$ cat src/rtl/mdu_pkg.sv
// Shared encodings for the multiply/divide unit: op_i codes, FSM states, default width.
// The divider is only built when MDU_DIV_EN is defined.
package mdu_pkg;

  localparam int W_DEFAULT = 32;

  localparam logic [2:0] OP_MULT  = 3'd0;
  localparam logic [2:0] OP_MULTU = 3'd1;
  localparam logic [2:0] OP_DIV   = 3'd2;
  localparam logic [2:0] OP_DIVU  = 3'd3;
  localparam logic [2:0] OP_MTHI  = 3'd4;
  localparam logic [2:0] OP_MTLO  = 3'd5;

  typedef logic [1:0] state_t;
  localparam state_t ST_IDLE = 2'd0;
  localparam state_t ST_MUL  = 2'd1;
  localparam state_t ST_DIV  = 2'd2;
  localparam state_t ST_DONE = 2'd3;

endpackage

$ cat src/rtl/mdu_iter.sv
// One-bit-per-cycle datapath: unsigned shift-add multiply and, with MDU_DIV_EN,
// restoring divide. acc/lo hold {partial product} or {remainder, quotient}.
module mdu_iter
  import mdu_pkg::*;
#(
  parameter int W = W_DEFAULT
) (
  input  logic         clk,
  input  logic         rst,
  input  logic         load,
  input  logic         step,
`ifdef MDU_DIV_EN
  input  logic         div_mode,
`endif
  input  logic [W-1:0] opnd_a,
  input  logic [W-1:0] opnd_b,
  output logic [W-1:0] acc_next,
  output logic [W-1:0] lo_next
);

  logic [W-1:0] acc_reg;
  logic [W-1:0] lo_reg;
  logic [W-1:0] opnd_reg;
  logic [W:0]   sum;
`ifdef MDU_DIV_EN
  logic [W:0]   shifted;
  logic         fits;
`endif

  always_comb begin
    // Multiplier bits leave through lo[0] while product bits enter at lo[W-1].
    sum      = {1'b0, acc_reg} + (lo_reg[0] ? {1'b0, opnd_reg} : '0);
    acc_next = sum[W:1];
    lo_next  = {sum[0], lo_reg[W-1:1]};
`ifdef MDU_DIV_EN
    shifted = {acc_reg, lo_reg[W-1]};
    fits    = shifted >= {1'b0, opnd_reg};
    if (div_mode) begin
      acc_next = fits ? (shifted[W-1:0] - opnd_reg) : shifted[W-1:0];
      lo_next  = {lo_reg[W-2:0], fits};
    end
`endif
  end

  always_ff @(posedge clk) begin
    if (!rst) begin
      acc_reg  <= '0;
      lo_reg   <= '0;
      opnd_reg <= '0;
    end else if (load) begin
      acc_reg  <= '0;
      lo_reg   <= opnd_a;
      opnd_reg <= opnd_b;
    end else if (step) begin
      acc_reg <= acc_next;
      lo_reg  <= lo_next;
    end
  end

endmodule

$ cat src/rtl/mdu_ctrl.sv
// Multiply/divide unit controller: sequences mdu_iter over W cycles, applies sign
// fix-up and owns HI/LO. Divider present only when MDU_DIV_EN is defined.
module mdu_ctrl
  import mdu_pkg::*;
#(
  parameter int W = W_DEFAULT
) (
  input  logic         clk,
  input  logic         rst,
  input  logic         start_i,
  input  logic [2:0]   op_i,
  input  logic [W-1:0] a_i,
  input  logic [W-1:0] b_i,
  input  logic         flush_i,
  output logic         stall_o,
  output logic         busy_o,
  output logic         done_o,
  output logic [W-1:0] hi_o,
  output logic [W-1:0] lo_o
);

  localparam int CW = $clog2(W + 1);
  localparam logic [CW-1:0] LAST = CW'(W - 1);

  state_t         state_reg;
  logic [CW-1:0]  cnt_reg;
  logic [W-1:0]   hi_reg;
  logic [W-1:0]   lo_reg;
  logic           neg_res_reg;
  logic           is_mul, is_div, signed_op, a_neg, b_neg, start_md, stepping;
  logic [W-1:0]   abs_a, abs_b, acc_next, lo_next;
  logic [2*W-1:0] prod_fix;
`ifdef MDU_DIV_EN
  logic           neg_rem_reg;
  logic           div_zero_reg;
  logic [W-1:0]   quo_fix, rem_fix;
`endif

  always_comb begin
    is_mul = (op_i == OP_MULT) || (op_i == OP_MULTU);
`ifdef MDU_DIV_EN
    is_div = (op_i == OP_DIV) || (op_i == OP_DIVU);
`else
    is_div = 1'b0;
`endif
    signed_op = (op_i == OP_MULT) || (op_i == OP_DIV);
    a_neg     = signed_op & a_i[W-1];
    b_neg     = signed_op & b_i[W-1];
    abs_a     = a_neg ? -a_i : a_i;
    abs_b     = b_neg ? -b_i : b_i;
    start_md  = (state_reg == ST_IDLE) && start_i && (is_mul || is_div) && !flush_i;
    stepping  = !flush_i && ((state_reg == ST_MUL) || (state_reg == ST_DIV));
    prod_fix  = neg_res_reg ? -{acc_next, lo_next} : {acc_next, lo_next};
`ifdef MDU_DIV_EN
    // Divide-by-zero naturally leaves |a| as remainder; only the quotient needs forcing.
    rem_fix = neg_rem_reg ? -acc_next : acc_next;
    quo_fix = div_zero_reg ? '1 : (neg_res_reg ? -lo_next : lo_next);
`endif
  end

  assign stall_o = rst && (start_md || stepping);
  assign busy_o  = rst && (state_reg != ST_IDLE);
  assign done_o  = rst && (state_reg == ST_DONE);
  assign hi_o    = hi_reg;
  assign lo_o    = lo_reg;

  mdu_iter #(.W(W)) u_iter (
    .clk      (clk),
    .rst      (rst),
    .load     (start_md),
    .step     (stepping),
`ifdef MDU_DIV_EN
    .div_mode (state_reg == ST_DIV),
`endif
    .opnd_a   (abs_a),
    .opnd_b   (abs_b),
    .acc_next (acc_next),
    .lo_next  (lo_next)
  );

  always_ff @(posedge clk) begin
    if (!rst) begin
      state_reg    <= ST_IDLE;
      cnt_reg      <= '0;
      hi_reg       <= '0;
      lo_reg       <= '0;
      neg_res_reg  <= 1'b0;
`ifdef MDU_DIV_EN
      neg_rem_reg  <= 1'b0;
      div_zero_reg <= 1'b0;
`endif
    end else if (flush_i) begin
      state_reg <= ST_IDLE;
      cnt_reg   <= '0;
    end else begin
      case (state_reg)
        ST_IDLE: begin
          if (start_i) begin
            cnt_reg     <= '0;
            neg_res_reg <= a_neg ^ b_neg;
            if (is_mul) begin
              state_reg <= ST_MUL;
`ifdef MDU_DIV_EN
            end else if (is_div) begin
              state_reg    <= ST_DIV;
              neg_rem_reg  <= a_neg;
              div_zero_reg <= (b_i == '0);
`endif
            end else if (op_i == OP_MTHI) begin
              hi_reg <= a_i;
            end else if (op_i == OP_MTLO) begin
              lo_reg <= a_i;
            end
          end
        end
        ST_MUL: begin
          if (cnt_reg == LAST) begin
            state_reg        <= ST_DONE;
            cnt_reg          <= '0;
            {hi_reg, lo_reg} <= prod_fix;
          end else begin
            cnt_reg <= cnt_reg + CW'(1);
          end
        end
`ifdef MDU_DIV_EN
        ST_DIV: begin
          if (cnt_reg == LAST) begin
            state_reg <= ST_DONE;
            cnt_reg   <= '0;
            hi_reg    <= rem_fix;
            lo_reg    <= quo_fix;
          end else begin
            cnt_reg <= cnt_reg + CW'(1);
          end
        end
`endif
        default: state_reg <= ST_IDLE;
      endcase
    end
  end

endmodule

$ cat config.mk
export PLATFORM = sky130hd
export DESIGN_NAME = mdu_ctrl
export DESIGN_NICKNAME = d
export VERILOG_FILES = /design/src/rtl/mdu_pkg.sv /design/src/rtl/mdu_iter.sv /design/src/rtl/mdu_ctrl.sv
export SDC_FILE = /design/constraint.sdc
export NUM_CORES = 1
export LEC_CHECK = 0
export ABC_AREA = 1
export BUFFER_PORTS_ARGS = -buffer_cell sky130_fd_sc_hd__buf_2
export CORE_UTILIZATION = 39
export DETAILED_ROUTE_END_ITERATION = 10
export GPL_TIMING_DRIVEN = 0
export PLACE_DENSITY = 0.57
export SYNTH_ARGS = -nofsm -noshare
export SYNTH_HDL_FRONTEND = slang
export SYNTH_SLANG_ARGS = --single-unit
$ cat constraint.sdc
create_clock -name clk -period 2.7 [get_ports clk]
set_input_delay 0.405 -clock clk [delete_from_list [all_inputs] [get_ports clk]]
set_output_delay 0.405 -clock clk [all_outputs]
set_load 0.01 [all_outputs]
# Yosys cells after proc, flatten, opt, wreduce, memory -nomap -nowiden
# Index checks and enable logic that the tools add are counted.
word_totals:
  regBits: 169
  input_bits: 71
  elab_cells: 81
op_classes:
  addsub: 5
  n_eq_ne: 15
  n_mux: 24
  bitwise: 5
  n_reduce_logical: 24
op_table:
  columns: ["operator", "count"]
  rows:
  - ["$mux W32", 14]
  - ["$pmux W32 S2", 2]
  - ["$mux W64", 1]
  - ["$neg A32 Y32", 2]
  - ["$neg A64 Y64", 1]
  - ["$add A32 B33 Y33", 1]
  - ["$mux W6", 2]
  - ["$pmux W6 S2", 1]
  - ["$ne A2 B2 Y1 const B", 4]
  - ["$logic_and A1 B1 Y1", 7]
  - ["$reduce_and A7 Y1", 1]
  - ["$add A6 B1 Y6 const B", 1]
  - ["$eq A3 B3 Y1 const B", 2]
  - ["$eq A6 B5 Y1 const B", 1]
  - ["$mux W2", 3]
  - ["$ne A2 B1 Y1 const B", 3]
  - ["$reduce_and A3 Y1", 2]
  - ["$reduce_and A6 Y1", 1]
  - ["$reduce_bool A2 Y1", 3]
  - ["$eq A2 B2 Y1 const B", 2]
  - ["$logic_or A1 B1 Y1", 4]
  - ["$pmux W2 S2", 1]
  - ["$reduce_or A2 Y1", 2]
  - ["$eq A3 B1 Y1 const B", 1]
  - ["other kinds (9)", 11]

# Logic depth before layout (Yosys ltp)
# Gate-level depths: netlist (run 1).
depth:
  depth_word: 6
  depth_mapped: 24
  ltp_nobuf: 22

# By module
# From an unflattened synthesis (run 1), not the netlist that was laid out.
unflattened:
  hier_cells: 2422
  hier_area_um2: 14204.9
modules_own_cells:
  columns: ["module", "n_inst", "cells_each", "area_each_um2", "seq_area_each_um2"]
  rows:
  - ["mdu_ctrl", 1, 1330, 7553.5, 1461.4]
  - ["mdu_iter", 1, 1092, 6651.4, 1921.8]

# Worst setup path after synthesis (run 1)
# No wires, ideal clock.
synth_path:
  path_kind: "reg2reg"
  startpoint: "register u_iter.lo_reg[0]"
  endpoint: "register hi_reg[25], in the netlist hi_o[25]"
  arrival_ns: 2.843
  required_time_ns: 2.630
  setup_slack_ns: -0.213
  stages_incl_launch_ff: 20
  path_cell_list: "dfxtp_1 > clkbuf_1 > clkbuf_1 > nand2_1 > inv_1 > ha_1 > fa_1 > nor3_1 > nand2_1 > nor2_1 > nand2_2 > nor2_2 > nand3_1 > nor2_2 > nor2_1 > nor2_2 > nand2_1 > nand3_1 > nand3_1 > a21oi_1"
synth_via:
  elab_chain_len: 6
synth_rtl:
  columns: ["item", "line_no", "source"]
  rows:
  - ["start: declaration", "mdu_iter.sv:22", "logic [W-1:0] lo_reg;"]
  - ["start signal: assignment", "mdu_iter.sv:52", "lo_reg <= opnd_a;"]
  - ["start signal: assignment", "mdu_iter.sv:56", "lo_reg <= lo_next;"]
  - ["$mux W32", "mdu_iter.sv:32", "sum = {1'b0, acc_reg} + (lo_reg[0] ? {1'b0, opnd_reg} : '0);"]
  - ["$add A32 B33 Y33", "mdu_iter.sv:32", null]
  - ["net acc_next[0]", "mdu_ctrl.sv:31", "logic [W-1:0] abs_a, abs_b, acc_next, lo_next;"]
  - ["$neg A64 Y64", "mdu_ctrl.sv:53", "prod_fix = neg_res_reg ? -{acc_next, lo_next} : {acc_next, lo_next};"]
  - ["$mux W64", "mdu_ctrl.sv:53", null]
  - ["$mux W32", "mdu_ctrl.sv:117", "if (cnt_reg == LAST) begin"]
  - ["$pmux W32 S2", "mdu_ctrl.sv:96", "case (state_reg)"]
  - ["end signal: assignment", "mdu_ctrl.sv:110", "hi_reg <= a_i;"]
  - ["end signal: assignment", "mdu_ctrl.sv:120", "{hi_reg, lo_reg} <= prod_fix;"]
  - ["end: declaration", "mdu_ctrl.sv:27", "logic [W-1:0] hi_reg;"]
# The timed path passes the listed nets, and every way through them passes these cells. The select of a mux whose other input is x is not followed.
# A chain may end at the register's enable or synchronous reset.

# Worst setup path in the final report (run 1)
layout_path:
  startpoint: "register u_iter.lo_reg[0]"
  endpoint: "register hi_reg[30], in the netlist hi_o[30]"
layout_via:
  elab_chain_len: 6
layout_rtl:
  columns: ["item", "line_no"]
  rows:
  - ["$mux W32 *", "mdu_iter.sv:32"]
  - ["$add A32 B33 Y33 *", "mdu_iter.sv:32"]
  - ["$neg A64 Y64", "mdu_ctrl.sv:53"]
  - ["$mux W64 *", "mdu_ctrl.sv:53"]
  - ["$mux W32 *", "mdu_ctrl.sv:117"]
  - ["$pmux W32 S2 *", "mdu_ctrl.sv:96"]
# Every way passes the cells marked *; elsewhere a longest branch is shown, timed or not. The select of a mux whose other input is x is not followed.

==> summary.txt, run 1 <==
Floorplan
  • Die ar.: 34530 um^2
  • Die X: 185.8 um
  • Site row count: 66
  • Core ar.: 32870 um^2
  • Height of the chip: 185.8 um
  • Initial Util: 0.4010
  • # IOs: 138

Worst setup path
  • Critical path type: reg -> reg
  • CP cell instances: buf_8, buf_8, nand2_4, inv_4, ha_4, fa_2, inv_2, nand2_4, nand2_8, nand2_4, nor3_4, nand4_1, nor2_2, nand3_2, nor2_4, nand3_2, nand2_2, nand2_1, nand2_1, nand3_2, a21oi_2
  • Worst endpoint required time: 3090 ps
  • Flop2flop setup slack: -450 ps
  • RR Endpoint: hi_o[30]
  • Reg-to-Reg Start: u_iter.lo_reg[0]
  • Cell family with most CP delay: simple AND/OR/NAND/NOR gates
  • CP Capture Type: register
  • CP max FO: 7
  • Critical path depth in cells: 21
  • CP bufs+invs: 4
  • Reg2Reg Depth: 21
  • Max incr delay on CP: 410 ps
  • Startpoint Class: register
  • Arr. time, crit path: 3540 ps
  • Crit-path slowest cell: fa_2

STA
  • Setup-failing EPs final: 32
  • Fin Clk Skew: 16.11 ps
  • Post-route setup slack: -452.2 ps
  • Final hold violations: 0
  • Slew @ Worst Pin: 954.7 ps
  • Max-slew headroom: 0.3635
  • Max-slew violation count: 0
  • Max Fclk: 317.2 MHz
  • Fin crit share: 1.167
  • Unrepaired setup endpoints after global routing: true
  • Final min period: 3152 ps

GRT
  • Global Route Usage Sum: 0.3300
  • Number of global-route vias before repair: 14.50k
  • Initial antenna violation count: 0
  • Global-route wire length before repair: 84170 um
  • Pin count of the biggest net entering global routing: 17
  • Total global routing overflow: 0

Worst hold path
  • Hold Path Sink: u_iter.opnd_reg[1]
  • Hold depth: 3
  • Hold crit path type: in -> reg
  • Hold Crit Start: b_i[1]

Logic synthesis
  • Netlist cell types: 45
  • Top cell type's share of synthesized area: 0.2567
  • Post-synthesis simple-gate area fraction: 0.3657
  • Yosys reg bits: 169
  • Post-Syn Area per Cell: 5.899 um^2
  • Main combinational cell family by area after synthesis: simple AND/OR/NAND/NOR gates
  • Leading post-synthesis cells by cell area: dfxtp_1 26%, nand2_1 18%, inv_1 8.9%
  • Mux share of post-synthesis cell area: 0
  • Synth Warn #: 0
  • Syn Nets: 2345
  • XOR/XNOR share of the synthesized area: 0.03722
  • Most common flop cell mapped by yosys: dfxtp_1
  • Ys async rst share: 0
  • Post-synth EDFFs: 0
  • Adder-cell share of the synthesized area: 0.03855
  • Synth Cell Area: 13180 um^2
  • Synth area leader: dfxtp_1
  • Cells after synthesis: 2234
  • Synth Area in Compound Gates: 0.1803
  • Sequential share of the synthesized area: 0.2567

CTS
  • CTS Buf Count: 17
  • Clock transition at path regs: 80 ps
  • Clk root buf: clkbuf_16
  • CTS tree: yes
  • H-tree levels: 4
  • Maximum number of buffers from clock root to sink: 2
  • CTS sink count: 169
  • Clock latency on the worst-skew pair: 470 ps

Place
  • Final HPWL DP: 43940 um
  • Placed Area: 14430 um^2
  • # port buffers: 136
  • GPL Wtd Cong: 0.9815

Route
  • WL final: 56890 um
  • DRC Markers: 0
  • Detail Route Antenna Nets: 0
  • First-pass DRT Iterations: 6
  • Vias: 15.78k
  • Vias per cell: 5.440
  • Routed WL per cell: 19.61 um
  • DRT iter0 DRCs: 1505

Outcome
  • Outcome: finished with violations
  • Failing checks: negative setup slack

Pwr
  • Pwr Total: 0.007544 W
  • Worst vdd ir: 0.5175 mV
  • Pwr Density: 450.1 nW/um^2
  • Lkg Pwr: 8.217 nW

Cells and area
  • Area grow syn2layout: 27.18%
  • Antenna cells: 0
  • Fraction of layout cells with a size suffix above 1: 0.2338
  • NumNets Final: 2557
  • Post-Route Utilization: 0.5100
  • Finished Cell Area: 16760 um^2

Run
  • Max-cap violations: 0
-- per-stage QoR --
stage	worst slack (ps)	setup TNS (ps)	cells	hold slack (ps)
2_1_floorplan	26.50	0	2234	428.1
3_3_place_gp	-900.3	-54990	2812	442.1
3_5_place_dp	-908.4	-58450	2812	458.5
4_1_cts	-358.6	-5478	2886	223.7
5_1_grt	-589.7	-13610	2901	268.3
6_report	-452.2	-7630	2901	242.7
-- worst min-delay path, delay by kind of cell --
family                 cells  cell delay [ps]
buffers and inverters      1              110
AO/OA/AOI/OAI              1               70
AND/OR/NAND/NOR            1               60
-- layout by cell type, fill, tap and decap left out, types with 5 or more instances in the layout --
cell	count
a21oi_1	121
a21oi_2	17
a31oi_1	36
buf_1	7
buf_2	147
buf_4	50
buf_6	9
clkbuf_1	55
clkbuf_16	17
clkbuf_2	6
dfxtp_1	168
ha_1	11
ha_4	25
inv_1	291
inv_2	44
nand2_1	552
nand2_2	71
nand2_4	25
nand3_1	110
nand3_2	38
nand3_4	7
nand3b_1	8
nand4_1	24
nor2_1	173
nor2_2	31
nor2_4	33
nor3_1	17
nor3_4	6
o211ai_1	35
o21ai_0	180
o21ai_1	9
o21ai_2	7
o221ai_1	5
or2_2	7
xnor2_1	15
xor2_1	41
-- cells in the mapped netlist (5+ instances only) --
cell type and instances:
a21oi_1 134, a31oi_1 36, buf_1 8, buf_2 8, clkbuf_1 68, dfxtp_1 169, ha_1 39, inv_1 312
inv_2 25, nand2_1 616, nand2_2 33, nand3_1 143, nand3_2 12, nand3b_1 8, nand4_1 24, nor2_1 207
nor2_2 25, nor2_4 5, nor3_1 24, o211ai_1 35, o21ai_0 194, o221ai_1 5, or2_2 7, xnor2_1 15
xor2_1 41
-- report_power, final --
group | internal [W] | total [W] | switching [W]
clock network | 0.00150 | 0.00270 | 0.00120
logic | 0.000725 | 0.00213 | 0.00140
registers | 0.00261 | 0.00272 | 0.000104
-- logic make-up (layout without fill, tap and decap cells) --
| logic type | after synthesis | count (layout) |
|---|---|---|
| xor gates and xnor gates | 56 | 56 |
| AOI/OAI and AO/OA | 429 | 429 |
| DFF | 169 | 169 |
| buffers and inverters | 423 | 648 |
| and+or+nand+nor | 1117 | 1117 |
| adders and majority gates | 40 | 40 |
-- per-layer routing --
layer,GRT usage,part of all wire
met5,0,0
met1,0.4589,0.46
met3,0.06731,0.083
met4,0.1351,0.036
met2,0.4919,0.42
-- worst max path at each step --
| stage | slack [ps] | to | startpoint |
|---|---|---|---|
| after CTS | -360 | hi_o[30] | u_iter.lo_reg[0] |
| final | -450 | hi_o[30] | u_iter.lo_reg[0] |
| after detailed placement | -910 | hi_o[30] | u_iter.lo_reg[0] |
| after global routing | -590 | hi_o[30] | u_iter.lo_reg[0] |
| after floorplan | 30 | hi_o[24] | u_iter.lo_reg[0] |
| after global placement | -900 | hi_o[30] | u_iter.lo_reg[0] |
-- timing repair --
| action | CTS | global route |
|---|---|---|
| hold buffers | 0 | 0 |
| buffers inserted | 41 | 17 |
| pin swaps | 58 | 42 |
| cloned | 1 | 0 |
| resized for setup | 220 | 120 |
| setup endpoints to repair | 158 | 102 |
-- layout make-up --
class | instances | area, um^2
clock buffers | 20 | 446.7
repair buffers | 195 | 1154
multi-input cells | 1642 | 9410
fillers | 3556 | 16110
plain buffers | 83 | 374.1
flip-flops and latches | 169 | 3385
clock inverters | 12 | 165.2
well taps | 442 | 553.0
inverters | 338 | 1274
(Power assumes the default switching activity.)
==> run 2: changes to the inputs <==
PLACE_DENSITY = 0.55   (was 0.57)
clock period = 3.2 ns   (was 2.7 ns; I/O delays follow)
==> summary.txt, run 2 (same netlist as run 1, synthesis figures left out) <==
Outcome
  • Outcome: finished clean

Floorplan
  • # IOs: 138 (unchanged)
  • Core ar.: 32870 um^2 (unchanged)
  • Site row count: 66 (unchanged)
  • Die X: 185.8 um (unchanged)
  • Height of the chip: 185.8 um (unchanged)
  • Die ar.: 34530 um^2 (unchanged)
  • Initial Util: 0.4010 (unchanged)

Route
  • DRT iter0 DRCs: 1536 (+2.1%)
  • Routed WL per cell: 19.34 um (-1.4%)
  • DRC Markers: 0 (unchanged)
  • Vias: 15.46k (-2.0%)
  • First-pass DRT Iterations: 8 (+2)
  • Met2 WL: 23580 um (-1.7%)
  • Wire length on met1: 26020 um (-0.33%)
  • Vias per cell: 5.400 (-0.73%)
  • Max Used Layer: met5
  • WL final: 55370 um (-2.7%)
  • Detail Route Antenna Nets: 0 (unchanged)
  • Routed wl met3: 4368 um (-8.0%)

CTS
  • Clk root buf: clkbuf_16
  • CTS tree: yes
  • CTS Buf Count: 17 (unchanged)
  • Maximum number of buffers from clock root to sink: 2 (unchanged)
  • Clock latency on the worst-skew pair: 470 ps (about the same)
  • CTS sink count: 169 (unchanged)
  • H-tree levels: 4 (unchanged)
  • Clock transition at path regs: 80 ps (about the same)

STA
  • Max Fclk: 314.7 MHz (-0.81%)
  • Fin Clk Skew: 20.35 ps (+4.241 ps)
  • Max-slew headroom: 0.3383 (-0.02517)
  • Final min period: 3178 ps (+25.88 ps)
  • Slew @ Worst Pin: 992.5 ps (+37.75 ps)
  • Max-slew violation count: 0 (unchanged)
  • Post-route setup slack: 21.90 ps (+474.1 ps)
  • Final hold violations: 0 (unchanged)
  • Setup-failing EPs final: 0 (-100%)
  • Unrepaired setup endpoints after global routing: true
  • Fin crit share: 0.9932 (-0.1743)

Cells and area
  • Most frequent cells in the layout: 592 x nand2_1, 310 x inv_1, 194 x o21ai_0
  • Fraction of layout cells with a size suffix above 1: 0.1694 (-0.06448)
  • Fillcell total: 3610 (+1.5%)
  • Multi-input logic area: 8652 um^2 (-8.1%)
  • Area grow syn2layout: 19.05%
  • Antenna cells: 0 (unchanged)
  • Sequential Area: 3387 um^2 (about the same)
  • NumNets Final: 2520 (-1.4%)
  • Post-route insts no fill: 2863 (-1.3%)
  • Commonest non-fill, non-tap cell in the layout: nand2_1

Place
  • Final HPWL DP: 43900 um (about the same)
  • Setup WS pre-CTS: -793.4 ps (+115.1 ps)
  • Placed Cells: 2812 (unchanged)
  • GPL Wtd Cong: 0.9862 (+0.48%)
  • # port buffers: 136 (unchanged)

GRT
  • Number of global-route vias before repair: 13.93k (-4.0%)
  • Pin count of the biggest net entering global routing: 17 (unchanged)
  • Total global routing overflow: 0 (unchanged)
  • Global Route Usage Sum: 0.3211 (-0.008897)
  • Global-route wire length before repair: 82230 um (-2.3%)
  • Initial antenna violation count: 1 (+1)

Worst setup path
  • CP cell instances: buf_8, nand2_4, inv_4, ha_4, fa_2, inv_2, nand2_2, nand2_4, nand2_2, nor3_2, nand4_1, nor2_2, nand3_2, nor2_4, nand3_2, buf_6, nand4_1, nand3_1, a21oi_1
  • Worst endpoint required time: 3600 ps (+510 ps)
  • Startpoint Class: register
  • CP max FO: 7 (unchanged)
  • CP Capture Type: register
  • Flop2flop setup slack: 20 ps (+470 ps)
  • Critical path type: reg -> reg
  • Crit-path slowest cell: dfxtp_4
  • Arr. time, crit path: 3580 ps (+40 ps)
  • Max incr delay on CP: 400 ps (about the same)

Worst hold path
  • Hold crit path type: in -> reg

Pwr
  • Pwr Total: 0.006123 W (-19%)
  • Pwr Density: 390.3 nW/um^2 (-13%)
  • Lkg Pwr: 7.927 nW (-3.5%)
  • Worst vdd ir: 0.4142 mV (-20%)

Run
  • Max-cap violations: 0 (unchanged)
[run 2: cell types whose count changed in the layout (fill, tap and decap cells not counted), moves of 14 or more]
cell,change
nand3_1,+23
nand2_1,+40
nand2_2,-22
buf_4,-30
ha_4,-19
inv_2,-18
inv_1,+19
o21ai_0,+14
nand2_4,-17
nand3_2,-17
nor2_4,-14
[run 2: what timing repair did]
action                     in CTS  in global routing
setup buffers                   8                 12
setup endpoints to repair      41                 57
pin swaps                       8                 26
gates resized for setup        25                116
cloned                          0                  1
hold buffers                    0                  0
[run 2: metrics by stage]
step / instance area [um^2] / utilization / hold slack [ps] / setup TNS, ps
global placement: 14410 / 0.4385 / 441.3 / -12980
global route: 15690 / 0.4774 / 310.5 / -296.3
CTS: 15170 / 0.4615 / 277.9 / 0
detailed placement: 14410 / 0.4385 / 449.4 / -13370
finish: 15690 / 0.4774 / 297.4 / 0
floorplan: 13180 / - / 428.1 / 0
[run 2: report_power, final]
group	switching [W]	internal, W	leakage (nW)
clock	0.00103	0.00125	0.298
combinational	0.00108	0.000485	6.26
sequential	0.0000740	0.00220	1.37
total	0.00219	0.00393	7.93
[run 2: critical path, delay by kind of cell, from the launching register on]
family | cells | cell delay [ps]
adders and majority gates | 2 | 530
DFF | 1 | 400
buffers and inverters | 4 | 380
and+or+nand+nor | 12 | 1630
AOI/OAI and AO/OA | 1 | 150
[run 2: path summary, 6_finish.rpt]
kind                    start                  to  cells after the start
max          u_iter.lo_reg[0]            hi_o[22]                     19
min                    b_i[1]  u_iter.opnd_reg[1]                      3
max reg2reg  u_iter.lo_reg[0]            hi_o[22]                     19
min reg2reg           lo_o[3]             lo_o[3]                      2
[run 2: final cells by class]
| cell class | instances | share of cell area |
|---|---|---|
| multi-input combinational | 1642 | 0.5514 |
| sequential | 169 | 0.2159 |
| inverter | 338 | 0.08102 |
| timing repair buffer | 157 | 0.05478 |
| tap | 442 | 0.03525 |
| clock buffer | 17 | 0.02711 |
| buffer | 84 | 0.02281 |
| clock inverter | 14 | 0.01172 |
[run 2: per-layer routing]
metal	track usage	vias to the layer above
met3	0.05381	92
met4	0.1036	2
li1	-	7529
met1	0.4615	7147
met5	0	-
met2	0.4816	690
==> run 3: changes to the inputs <==
--- a/config.mk
+++ b/config.mk
@@ -7,3 +7,2 @@
 export LEC_CHECK = 0
-export ABC_AREA = 1
 export BUFFER_PORTS_ARGS = -buffer_cell sky130_fd_sc_hd__buf_2
==> constraint.sdc (replaced) <==
create_clock -name clk -period 4 [get_ports clk]
set_input_delay 0.6 -clock clk [delete_from_list [all_inputs] [get_ports clk]]
set_output_delay 0.6 -clock clk [all_outputs]
set_load 0.02 [all_outputs]
==> summary.txt, run 3 <==
Outcome
  • Outcome: finished with violations
  • Failing checks: negative setup slack

Worst setup path
  • Crit-path slowest cell: dfxtp_4
  • CP Capture Type: register
  • Arr. time, crit path: 4560 ps (+980 ps)
  • CP bufs+invs: 4 (unchanged)
  • Worst endpoint required time: 4360 ps (+760 ps)
  • Cell family with most CP delay: compound AO/OA/AOI/OAI gates
  • Critical path type: reg -> reg
  • Startpoint Class: register
  • CP cell instances: buf_8, and2_4, ha_4, fa_2, a211oi_2, o211ai_1, clkbuf_8, a21o_1, a211o_1, a222oi_1, buf_4, nand4_4, buf_4, o41ai_4, xnor2_1, a211oi_2, a21o_1
  • CP max FO: 5 (-2)
  • Max incr delay on CP: 380 ps (-20 ps)

Logic synthesis
  • Syn Nets: 1700 (-28%)
  • Synth area leader: dfxtp_1
  • Synth Cell Area: 11790 um^2 (-11%)
  • Top cell type's share of synthesized area: 0.2870 (+0.03033)
  • Most frequent cell after synthesis: nor2_1
  • Post-Syn Area per Cell: 7.417 um^2 (+26%)
  • Cells after synthesis: 1589 (-29%)
  • Synth Warn #: 0 (unchanged)
  • Most common flop cell mapped by yosys: dfxtp_1
  • Post-synth EDFFs: 0 (unchanged)
  • Ys async rst share: 0 (unchanged)
  • Netlist cell types: 74 (+64%)
  • Yosys reg bits: 169 (unchanged)
  • Leading post-synthesis cells by cell area: dfxtp_1 29%, a21oi_1 6.8%, nor2_1 6.5%
  • Sequential share of the synthesized area: 0.2870 (+0.03033)
  • Post-synth top cells: 204 x nor2_1, 197 x nand2_1, 169 x dfxtp_1

Route
  • Vias: 12.76k (-17%)
  • First-pass DRT Iterations: 7 (-1)
  • WL final: 48120 um (-13%)
  • Vias per cell: 5.882 (+8.9%)
  • Routed WL per cell: 22.19 um (+15%)
  • DRC Markers: 0 (unchanged)
  • DRT iter0 DRCs: 1214 (-21%)
  • Detail Route Antenna Nets: 0 (unchanged)

STA
  • Final hold violations: 0 (unchanged)
  • Slew @ Worst Pin: 1120 ps (+127.1 ps)
  • Fin Clk Skew: 21.01 ps (+0.6589 ps)
  • Final min period: 4196 ps (+1018 ps)
  • Max-slew headroom: 0.2536 (-0.08471)
  • Post-route setup slack: -196.0 ps (-217.9 ps)
  • Max Fclk: 238.3 MHz (-24%)
  • Fin crit share: 1.049 (+0.05586)
  • Setup-failing EPs final: 13 (+13)
  • Unrepaired setup endpoints after global routing: true
  • Max-slew violation count: 0 (unchanged)

Cells and area
  • Area grow syn2layout: 21.66%
  • Commonest non-fill, non-tap cell in the layout: nor2_1
  • Antenna cells: 0 (unchanged)
  • Most frequent cells in the layout: 203 x nor2_1, 197 x nand2_1, 168 x dfxtp_1
  • NumNets Final: 1877 (-26%)
  • Post-Route Utilization: 0.4825 (+0.005119)
  • Fraction of layout cells with a size suffix above 1: 0.1681 (-0.001280)
  • Fillcell total: 3009 (-17%)

Floorplan
  • Die X: 175.8 um (-5.4%)
  • Site row count: 63 (-4.5%)
  • Initial Util: 0.3966 (-0.004367)
  • Core ar.: 29720 um^2 (-9.6%)
  • # IOs: 138 (unchanged)
  • Height of the chip: 175.8 um (-5.4%)
  • Die ar.: 30920 um^2 (-10%)

GRT
  • Initial antenna violation count: 0 (-1)
  • Global Route Usage Sum: 0.3086 (-0.01248)
  • Number of global-route vias before repair: 11.42k (-18%)
  • Total global routing overflow: 0 (unchanged)
  • Pin count of the biggest net entering global routing: 17 (unchanged)
  • Global-route wire length before repair: 70970 um (-14%)

Pwr
  • Pwr Density: 304.0 nW/um^2 (-22%)
  • Worst vdd ir: 0.3231 mV (-22%)
  • Lkg Pwr: 5.532 nW (-30%)

CTS
  • CTS sink count: 169 (unchanged)
  • CTS tree: yes
  • Clock transition at path regs: 70 ps (about the same)
  • H-tree levels: 4 (unchanged)
  • CTS Buf Count: 17 (unchanged)
  • Clk root buf: clkbuf_16
  • Maximum number of buffers from clock root to sink: 2 (unchanged)
  • Hold_buf cts: 0 (unchanged)
  • Clock latency on the worst-skew pair: 480 ps (about the same)

Run
  • Max-cap violations: 0 (unchanged)

Worst hold path
  • Hold crit path type: in -> reg

Place
  • Setup WS pre-CTS: -1448 ps (-654.6 ps)
  • Final HPWL DP: 37610 um (-14%)
  • # port buffers: 136 (unchanged)
  • GPL Wtd Cong: 0.9581 (-2.8%)
## run 3: cell count changes in the layout (fill, tap and decap cells not counted), moves of 25 or more
cell	delta
o21ai_0	-134
nand3_1	-112
a211oi_1	+62
nand2_2	-49
and2_1	+38
xor2_1	+40
inv_1	-291
a21oi_1	+26
a311oi_1	+34
nand2_1	-395
inv_2	-25
nor2_2	-34
xnor2_1	+29
## run 3: final cells by class
| cell class | count | area (um^2) | share of cell area |
|---|---|---|---|
| plain buffers | 97 | 400.4 | 0.02792 |
| clock inverters | 14 | 207.7 | 0.01449 |
| repair buffers | 170 | 943.4 | 0.06579 |
| flip-flops and latches | 169 | 3387 | 0.2362 |
| multi-input cells | 1291 | 8398 | 0.5857 |
| clock buffers | 18 | 439.2 | 0.03063 |
| inverters | 20 | 75.07 | 0.005236 |
| well taps | 390 | 488.0 | 0.03403 |
## run 3: power by group
part	switching (W)	internal, W	total, W
combinational	0.000448	0.000234	0.000682
sequential	0.0000470	0.00172	0.00177
clock	0.000826	0.00108	0.00191
## run 3: path summary, 6_finish.rpt
kind,start,end,slack [ps],depth (start not counted)
hold reg to reg,u_iter.opnd_reg[21],u_iter.opnd_reg[21],460,2
setup / recovery,u_iter.lo_reg[0],hi_o[23],-200,17
setup reg to reg,u_iter.lo_reg[0],hi_o[23],-200,17
hold / removal,b_i[0],u_iter.opnd_reg[0],410,3
## run 3: stage by stage
step / power (W) / cells / hold slack [ps] / TNS (ps) / cell area (um^2)
after global routing: 0.004497 / 2169 / 399.3 / -3141 / 14340
after detailed placement: 0.002426 / 2115 / 445.2 / -21450 / 12960
after global placement: 0.002426 / 2115 / 439.2 / -21650 / 12960
after CTS: 0.004344 / 2161 / 397.8 / -2181 / 14020
final: 0.004359 / 2169 / 407.8 / -1265 / 14340
after floorplan: 0.002167 / 1589 / 427.3 / 0 / 11790
## run 3: cell families after synthesis
family                   share of synthesized area
AO/OA/AOI/OAI                               0.2716
XOR/XNOR                                   0.09958
multiplexers                              0.009660
adder cells (fa/ha/maj)                    0.04310
flip-flops                                  0.2870
buffers and inverters                      0.04193
AND/OR/NAND/NOR                             0.2471
## run 3: per-layer routing
metal | wire length [um] | vias to the layer above | track usage
met5 | 0 | - | 0
met4 | 1073 | 0 | 0.08333
met3 | 3983 | 66 | 0.06104
met2 | 19930 | 536 | 0.4483
met1 | 23140 | 6048 | 0.4564
li1 | - | 6109 | -
## run 3: timing repair
action,in CTS,in global routing
pin swaps,21,27
endpoints found under the setup margin,26,21
buffers inserted,18,14
hold endpoints to repair,0,0
gates resized for setup,59,53
cloned,2,0
## run 3: worst min-delay path: cells and delay by family
kind                   cells  cell delay [ps]
AO/OA/AOI/OAI              1               50
buffers and inverters      1              120
AND/OR/NAND/NOR            1               60
